[src/rtl/ch_role_writer_pkg.sv]
// ch_role_writer_pkg: shared memory map, flag bit positions and FSM encoding for the CH role writer/checker
package ch_role_writer_pkg;

    localparam int MEM_DEPTH  = 2048;
    localparam int MEM_WIDTH  = 16;
    localparam int WORD_WIDTH = 16;
    localparam int ADDR_WIDTH = 11;

    localparam logic [ADDR_WIDTH-1:0] FLAGS_ADDR = 11'h001;
    localparam logic [ADDR_WIDTH-1:0] CHID_ADDR  = 11'h002;

    localparam int ROLE_BIT = 7;
    localparam int AGG_BIT  = 6;

    typedef enum logic [2:0] {
        S_IDLE    = 3'd0,
        S_RD_WAIT = 3'd1,
        S_MODIFY  = 3'd2,
        S_WR_FLG  = 3'd3,
        S_WR_CHID = 3'd4,
        S_WR_END  = 3'd5,
        S_DONE    = 3'd6,
        S_HOLD    = 3'd7
    } state_t;

endpackage

[src/rtl/ch_role_writer.sv]
// ch_role_writer: commits the cluster-head election result (role flag + CH ID) into node memory
//  clock    in   system clock, rising edge
//  nrst     in   asynchronous active-low reset
//  en       in   re-arm from HOLD back to IDLE
//  start    in   begin a commit (sampled in IDLE only)
//  is_ch    in   election result, captured at start
//  ch_id    in   elected CH node ID, captured at start
//  data_in  in   memory read data, valid one cycle after address
//  address  out  memory address
//  data_out out  memory write data
//  wr_en    out  memory write strobe
//  done     out  commit complete, held in HOLD
module ch_role_writer
    import ch_role_writer_pkg::*;
(
    input  logic                  clock,
    input  logic                  nrst,
    input  logic                  en,
    input  logic                  start,
    input  logic                  is_ch,
    input  logic [WORD_WIDTH-1:0] ch_id,
    input  logic [WORD_WIDTH-1:0] data_in,
    output logic [ADDR_WIDTH-1:0] address,
    output logic [WORD_WIDTH-1:0] data_out,
    output logic                  wr_en,
    output logic                  done
);

    // Role bit takes the election result; forAggregation is always cleared so the
    // role checker recomputes it from a clean state.
    function automatic logic [WORD_WIDTH-1:0] merge_flags(
        input logic [WORD_WIDTH-1:0] flags,
        input logic                  role
    );
        logic [WORD_WIDTH-1:0] m;
        m           = flags;
        m[ROLE_BIT] = role;
        m[AGG_BIT]  = 1'b0;
        return m;
    endfunction

    state_t                state, state_nx;
    logic                  is_ch_r;
    logic [WORD_WIDTH-1:0] ch_id_r;
    logic [ADDR_WIDTH-1:0] address_nx;
    logic [WORD_WIDTH-1:0] data_out_nx;
    logic                  wr_en_nx, done_nx;

    always_ff @(posedge clock or negedge nrst) begin
        if (!nrst) begin
            state    <= S_IDLE;
            is_ch_r  <= 1'b0;
            ch_id_r  <= '0;
            address  <= '0;
            data_out <= '0;
            wr_en    <= 1'b0;
            done     <= 1'b0;
        end else begin
            state    <= state_nx;
            address  <= address_nx;
            data_out <= data_out_nx;
            wr_en    <= wr_en_nx;
            done     <= done_nx;
            if (state == S_IDLE && start) begin
                is_ch_r <= is_ch;
                ch_id_r <= ch_id;
            end
        end
    end

    always_comb begin
        state_nx = S_IDLE;
        case (state)
            S_IDLE:    state_nx = start ? S_RD_WAIT : S_IDLE;
            S_RD_WAIT: state_nx = S_MODIFY;
            S_MODIFY:  state_nx = S_WR_FLG;
            S_WR_FLG:  state_nx = S_WR_CHID;
            S_WR_CHID: state_nx = S_WR_END;
            S_WR_END:  state_nx = S_DONE;
            S_DONE:    state_nx = S_HOLD;
            S_HOLD:    state_nx = en ? S_IDLE : S_HOLD;
            default:   state_nx = S_IDLE;
        endcase
    end

    // Outputs are registered, so each branch sets what the outputs become on
    // entry to the next state: the merged flags word is loaded straight into
    // data_out while leaving MODIFY so the write strobe lines up with WR_FLG.
    always_comb begin
        address_nx  = address;
        data_out_nx = data_out;
        wr_en_nx    = 1'b0;
        done_nx     = done;
        case (state)
            S_IDLE:    address_nx = start ? FLAGS_ADDR : address;
            S_MODIFY: begin
                address_nx  = FLAGS_ADDR;
                data_out_nx = merge_flags(data_in, is_ch_r);
                wr_en_nx    = 1'b1;
            end
            S_WR_FLG: begin
                address_nx  = CHID_ADDR;
                data_out_nx = ch_id_r;
                wr_en_nx    = 1'b1;
            end
            S_DONE:    done_nx = 1'b1;
            S_HOLD: begin
                address_nx  = en ? FLAGS_ADDR : address;
                data_out_nx = en ? '0 : data_out;
                done_nx     = !en;
            end
            default:   wr_en_nx = 1'b0;
        endcase
    end

endmodule

[config.mk]
export PLATFORM = sky130hd
export DESIGN_NAME = ch_role_writer
export DESIGN_NICKNAME = d
export VERILOG_FILES = /design/src/rtl/ch_role_writer_pkg.sv /design/src/rtl/ch_role_writer.sv
export SDC_FILE = /design/constraint.sdc
export NUM_CORES = 1
export LEC_CHECK = 0
export CAP_MARGIN = 20
export CORE_MARGIN = 5
export CORE_UTILIZATION = 30
export DETAILED_ROUTE_END_ITERATION = 6
export SETUP_SLACK_MARGIN = 0.1
export SYNTH_ARGS = -nofsm -noshare
export SYNTH_HDL_FRONTEND = slang
export SYNTH_SLANG_ARGS = --single-unit
export TNS_END_PERCENT = 20
[constraint.sdc]
create_clock -name clock -period 1.95 [get_ports clock]
set_input_delay 0.2925 -clock clock [delete_from_list [all_inputs] [get_ports clock]]
set_output_delay 0.2925 -clock clock [all_outputs]
set_load 0.01 [all_outputs]
# Word-level counts from Yosys, hierarchy flattened

Index checks and enable logic that the tools add are counted.

Bits in registers: 49
Input bits: 37
Output and inout bits: 29
Logic and storage cells: 35

Equality and inequality tests: 9
Multiplexer cells: 10
Reduce and logical (&&, ||, !) cells: 9

Operators by type and width:

| cell                                                                  | number |
|---|---|
| 16-bit one-hot mux with 3 select lines                                | 1 |
| 11-bit one-hot mux with 4 select lines                                | 1 |
| 3-bit one-hot mux with 8 select lines                                 | 1 |
| 11-bit 2-to-1 mux                                                     | 2 |
| 16-bit 2-to-1 mux                                                     | 1 |
| 3-bit equality test, second input constant                            | 4 |
| 3-bit by 2-bit equality test with 1-bit output, second input constant | 2 |
| 2-bit != test, second input constant                                  | 2 |
| 4-bit nonzero test                                                    | 1 |
| 3-bit by 1-bit equality test with 1-bit output, second input constant | 1 |
| 3-bit logical NOT                                                     | 1 |
| 3-bit 2-to-1 mux                                                      | 1 |
| 3-bit AND reduction                                                   | 1 |
| 3-bit nonzero test                                                    | 1 |
| 1-bit 2-to-1 mux                                                      | 2 |
| 1-bit one-hot mux with 2 select lines                                 | 1 |
| 2-bit AND reduction                                                   | 1 |
| 2-bit nonzero test                                                    | 1 |
| 2-bit OR reduction                                                    | 1 |
| 1-bit logical AND                                                     | 1 |
| 1-bit logical NOT                                                     | 1 |

# Depth between registers and ports, before layout

Depth in word-level cells: 3
Gate-level depth with buffers: 5
Gate-level depth less buffers: 3

# Worst setup path before layout

Ideal clock, no wire load.

Path kind: register to register
Start: register state[0]
End: register data_out[9]
Library setup time: 0.125 ns
Arrival: 1.397 ns
Required time: 1.825 ns
Setup slack: 0.428 ns
Cell stages (with the launch flop): 6
Path buffers: 2
Cell sequence: dfrtp_1 buf_2 and2_1 o21ai_4 buf_6 mux2_2

Word-level cells in the longest chain between the ends: 3
Elaborated cells between the ends (all ways): 7
Those cells by class: eq/ne: 4; mux: 1; reduce/logical: 2

RTL lines:

| item                                                                                  | RTL line             | source |
|---|---|---|
| from (decl)                                                                           | ch_role_writer.sv:42 | `state_t state, state_nx;` |
| from (signal assigned)                                                                | ch_role_writer.sv:59 | `state <= state_nx;` |
| 3-bit equality test or 3-bit by 2-bit equality test with 1-bit output (tied branches) | ch_role_writer.sv:94 | `case (state)` |
| 2-bit != test (no line) or 3-bit nonzero test (tied branches)                         | n/a                  |  |
| 2-bit AND reduction (no line)                                                         | n/a                  |  |
| to (signal assigned)                                                                  | ch_role_writer.sv:61 | `data_out <= data_out_nx;` |
| to (decl)                                                                             | ch_role_writer.sv:24 | `output logic [WORD_WIDTH-1:0] data_out,` |

Several ways; a longest one is shown, not always the timed one.
A chain may end at the register's enable or synchronous reset.

# Final worst setup path

Start: register state[0]
End: register data_out[3]

Same word-level chain as after synthesis.

==> impl_results.md <==
- Number of cells upsized or downsized after cts: 0
- Final #Nets: approximately 250
- Reg2Reg Launch Point: state[0]$_DFF_PN0_
- Synth warn: 0
- DRC Markers: 0
- Class of the most critical hold timing path: in2async
- Portion of total power attributed to the clock network: 0.138
- Initial core utilization: 0.307
- Slew Limit Fails: 0
- Antenna diode count: 0
- I/O Buffers: 54
- Count of flip-flops with a built-in enable after synthesis: 0
- Post-Synthesis Cells: 149
- Detailed Routing Iterations Pass 1: 4
- Flop-to-flop setup slack: 0.35 ns
- Layout cells sized above 1: 0.194
- Worst Setup EP: data_out[3]$_DFFE_PN0P_
- Endpoints failing setup: 0
- Run status: finished clean
- Unrepaired setup endpoints after global routing: no
- Detailed placement HPWL: 3160 µm
- Crit start category: register
- Number of vias per cell: between 4 and 5
- Syn avg cell area: 13.1 µm²
- Crit. End Element: register
- Final hold violation count: 0
- Share of the synthesized area in the top cell type: 0.513
- Shortest clock period the worst path allows after layout: between 1.5 and 2 ns
- CP arrival: approximately 1.8 ns
- Worst-skew pair later-pin latency: ~0.29 ns
- Number of antenna violations at the first check in global routing: 0
- Total power density per cell area: between 1000 and 1500 nW/µm²
- Sequential area share after synthesis: 0.513
- Area of the mapped netlist: just under 2000 µm²
- Hold slack: ~0.058 ns
- Die span in y: slightly above 90 µm
- Switching Share: 0.338
- Average wire length per cell after detail routing: around 16 µm
- Row count: 29
- Class of the most critical setup path: reg2reg
- Max Clock Skew: about 0.0071 ns
- Total I/O pin count: between 60 and 70
- Sum of routed wire length over all layers: about 4500 µm
- Synth Flop Type: dfrtp_1
- Minimum setup slack after placement: about 0.12 ns
- Internal power of the cells: about 2.5 mW
- Number of antenna-violating nets in the routed design: 0
- Highest net fanout along the worst path: 9
- Max-cap viol count: 0
- Iteration-0 DRC Markers: 23
- Capture instance of the worst register-to-register path: data_out[3]$_DFFE_PN0P_
- GR Util All Layers: 0.114
- Via count of the routed design: about 1,300
- Maximum vdd drop: 0.000540 V
- Number of H-tree levels: 2
- Clock tree from TritonCTS: built
- Pin count of the biggest net entering global routing: 41
- Clock sink count: 40
- R2r worst-path depth: 4
- Combinational cell fraction of total power: 0.479
- Setup Total Neg Slack: 0 ns
- Top post-synthesis cells by area: dfrtp_1 (51%), mux2_1 (8.1%), mux2_4 (7.7%), a31o_1 (5.4%), a21boi_0 (4.2%)
- Reg power frac: 0.383
- Total net switching power: between 1 and 1.5 mW
- Standard cell core area: about 6300 µm²
- Cts hold-fix bufs: 0
- Post-CTS setup-driven buffer insertion count: 0
- Cell type with the highest aggregate area in the netlist: dfrtp_1
- Wire length of the first global-routing pass: about 7500 µm
- Area added between synthesis and finish: 35.2%
- Fmax: 626 MHz
- Worst slew margin relative to its limit: 0.659
- Total clock buffers created by CTS: 5
- Weighted congestion at the end of routability-driven global placement: about 0.76
- Global-route congestion overflow total: 0
- Vias in the first global route: between 1,000 and 1,500
- Start point of the critical path: state[0]$_DFF_PN0_
- Final setup margin: about 0.35 ns
- Most frequently used cell type in the post-synthesis netlist: dfrtp_1
- Clock slew at reported path FFs: around 0.080 ns
- Fraction of registers with async set or reset after synthesis: 1.00
- #FFs+latches synth: 40
- Root Buffer: clkbuf_8
- Final Cycle Share: 0.820
- Slew at the pin closest to its max-slew limit: ~0.5 ns
- Leakage power: approximately 1.2 nW
- Count of non-filler cells in the finished layout: about 290
- Critical path data required time: between 2 and 2.5 ns
- Leading post-synthesis cells by instance count: dfrtp_1 (40), mux2_1 (14), a31o_1 (12)
- Placed Cells incl. Taps: between 200 and 300
- Overall die area: 8210 µm²
- Die width: roughly 91 µm
- Count of cell types in the netlist: 31
- Max Root-Sink Buffers: 2
-- critical path: stages (launching register included) --
cell and delay, ns:
dfrtp_1 0.48, and2_1 0.23, o21ai_4 0.24, buf_4 0.20
mux2_2 0.33
-- stage by stage --
| step | util | area [µm²] | total power, mW |
|---|---|---|---|
| 2_1_floorplan | - | 1980 | 2.54 |
| 3_3_place_gp | 0.403 | 2560 | 3.26 |
| 3_5_place_dp | 0.403 | 2560 | 3.29 |
| 4_1_cts | 0.415 | 2640 | 3.83 |
| 5_1_grt | 0.415 | 2640 | 4.03 |
| 6_report | 0.415 | 2640 | 3.76 |
-- worst min path at each step --
stage	startpoint	to	slack (ns)	depth (start not counted)
floorplan	nrst	address[0]$_DFFE_PN0P_	-0.003	0
global placement	nrst	ch_id_r[3]$_DFFE_PN0P_	0.39	2
detailed placement	nrst	ch_id_r[3]$_DFFE_PN0P_	0.39	2
CTS	nrst	ch_id_r[13]$_DFFE_PN0P_	0.07	2
global route	nrst	ch_id_r[13]$_DFFE_PN0P_	0.09	2
finish	nrst	ch_id_r[13]$_DFFE_PN0P_	0.06	2
-- state kept, by name, indices dropped and copies added (netlist names) --
register  count
data_out     16
address       2
state         3
is_ch_r       1
done          1
ch_id_r      16
wr_en         1
-- per-layer routing --
layer  track usage  part of all wire  vias up
met2         0.179              0.47       40
met1         0.144              0.45      660
met4        0.0335             0.013        0
met3        0.0467             0.070        7
li1              -                 -      637
met5             0                 0        -
-- power by group through the flow --
| stage | Combinational [mW] | Sequential (mW) | Clock (mW) |
|---|---|---|---|
| after floorplan | 1.07 | 1.47 | 0 |
| after global placement | 1.80 | 1.46 | 0 |
| after detailed placement | 1.83 | 1.46 | 0 |
| after CTS | 1.84 | 1.45 | 0.545 |
| after global routing | 1.96 | 1.50 | 0.571 |
| final | 1.80 | 1.44 | 0.519 |
-- layout by cell type, fill, tap and decap left out, types with 2 or more instances in the layout --
| cell | Yosys | routed |
|---|---|---|
| and2_1 | 2 | 2 |
| a21boi_1 | 5 | 5 |
| dfrtp_1 | 40 | 40 |
| a21oi_1 | 5 | 5 |
| buf_4 | 9 | 13 |
| a31o_1 | 12 | 12 |
| nor2_1 | 2 | 2 |
| a31o_2 | 2 | 2 |
| clkdlybuf4s50_1 | 0 | 53 |
| mux2_1 | 14 | 14 |
| mux2_4 | 10 | 10 |
| clkbuf_8 | 0 | 5 |
| conb_1 | 1 | 9 |
| a21boi_0 | 11 | 11 |
| and3_1 | 2 | 2 |
| inv_1 | 3 | 3 |
| mux2_2 | 7 | 7 |
-- cell type report --
class	count	area [µm²]
Multi-Input combinational cell	93	812
Timing Repair Buffer	67	633
Clock inverter	1	5.00
Inverter	4	15.0
Fill cell	619	3710
Sequential cell	40	1000
Tap cell	77	96.3
Clock buffer	6	72.6
-- kinds of logic after synthesis --
family / Yosys count / share of synthesized area
AND/OR/NAND/NOR: 9 / 0.0250
flip-flops: 40 / 0.513
buffers and inverters: 24 / 0.0854
other: 1 / 0.00192
AO/OA/AOI/OAI: 43 / 0.171
multiplexers: 32 / 0.203
No activity file was read; power rests on OpenSTA's default activity.
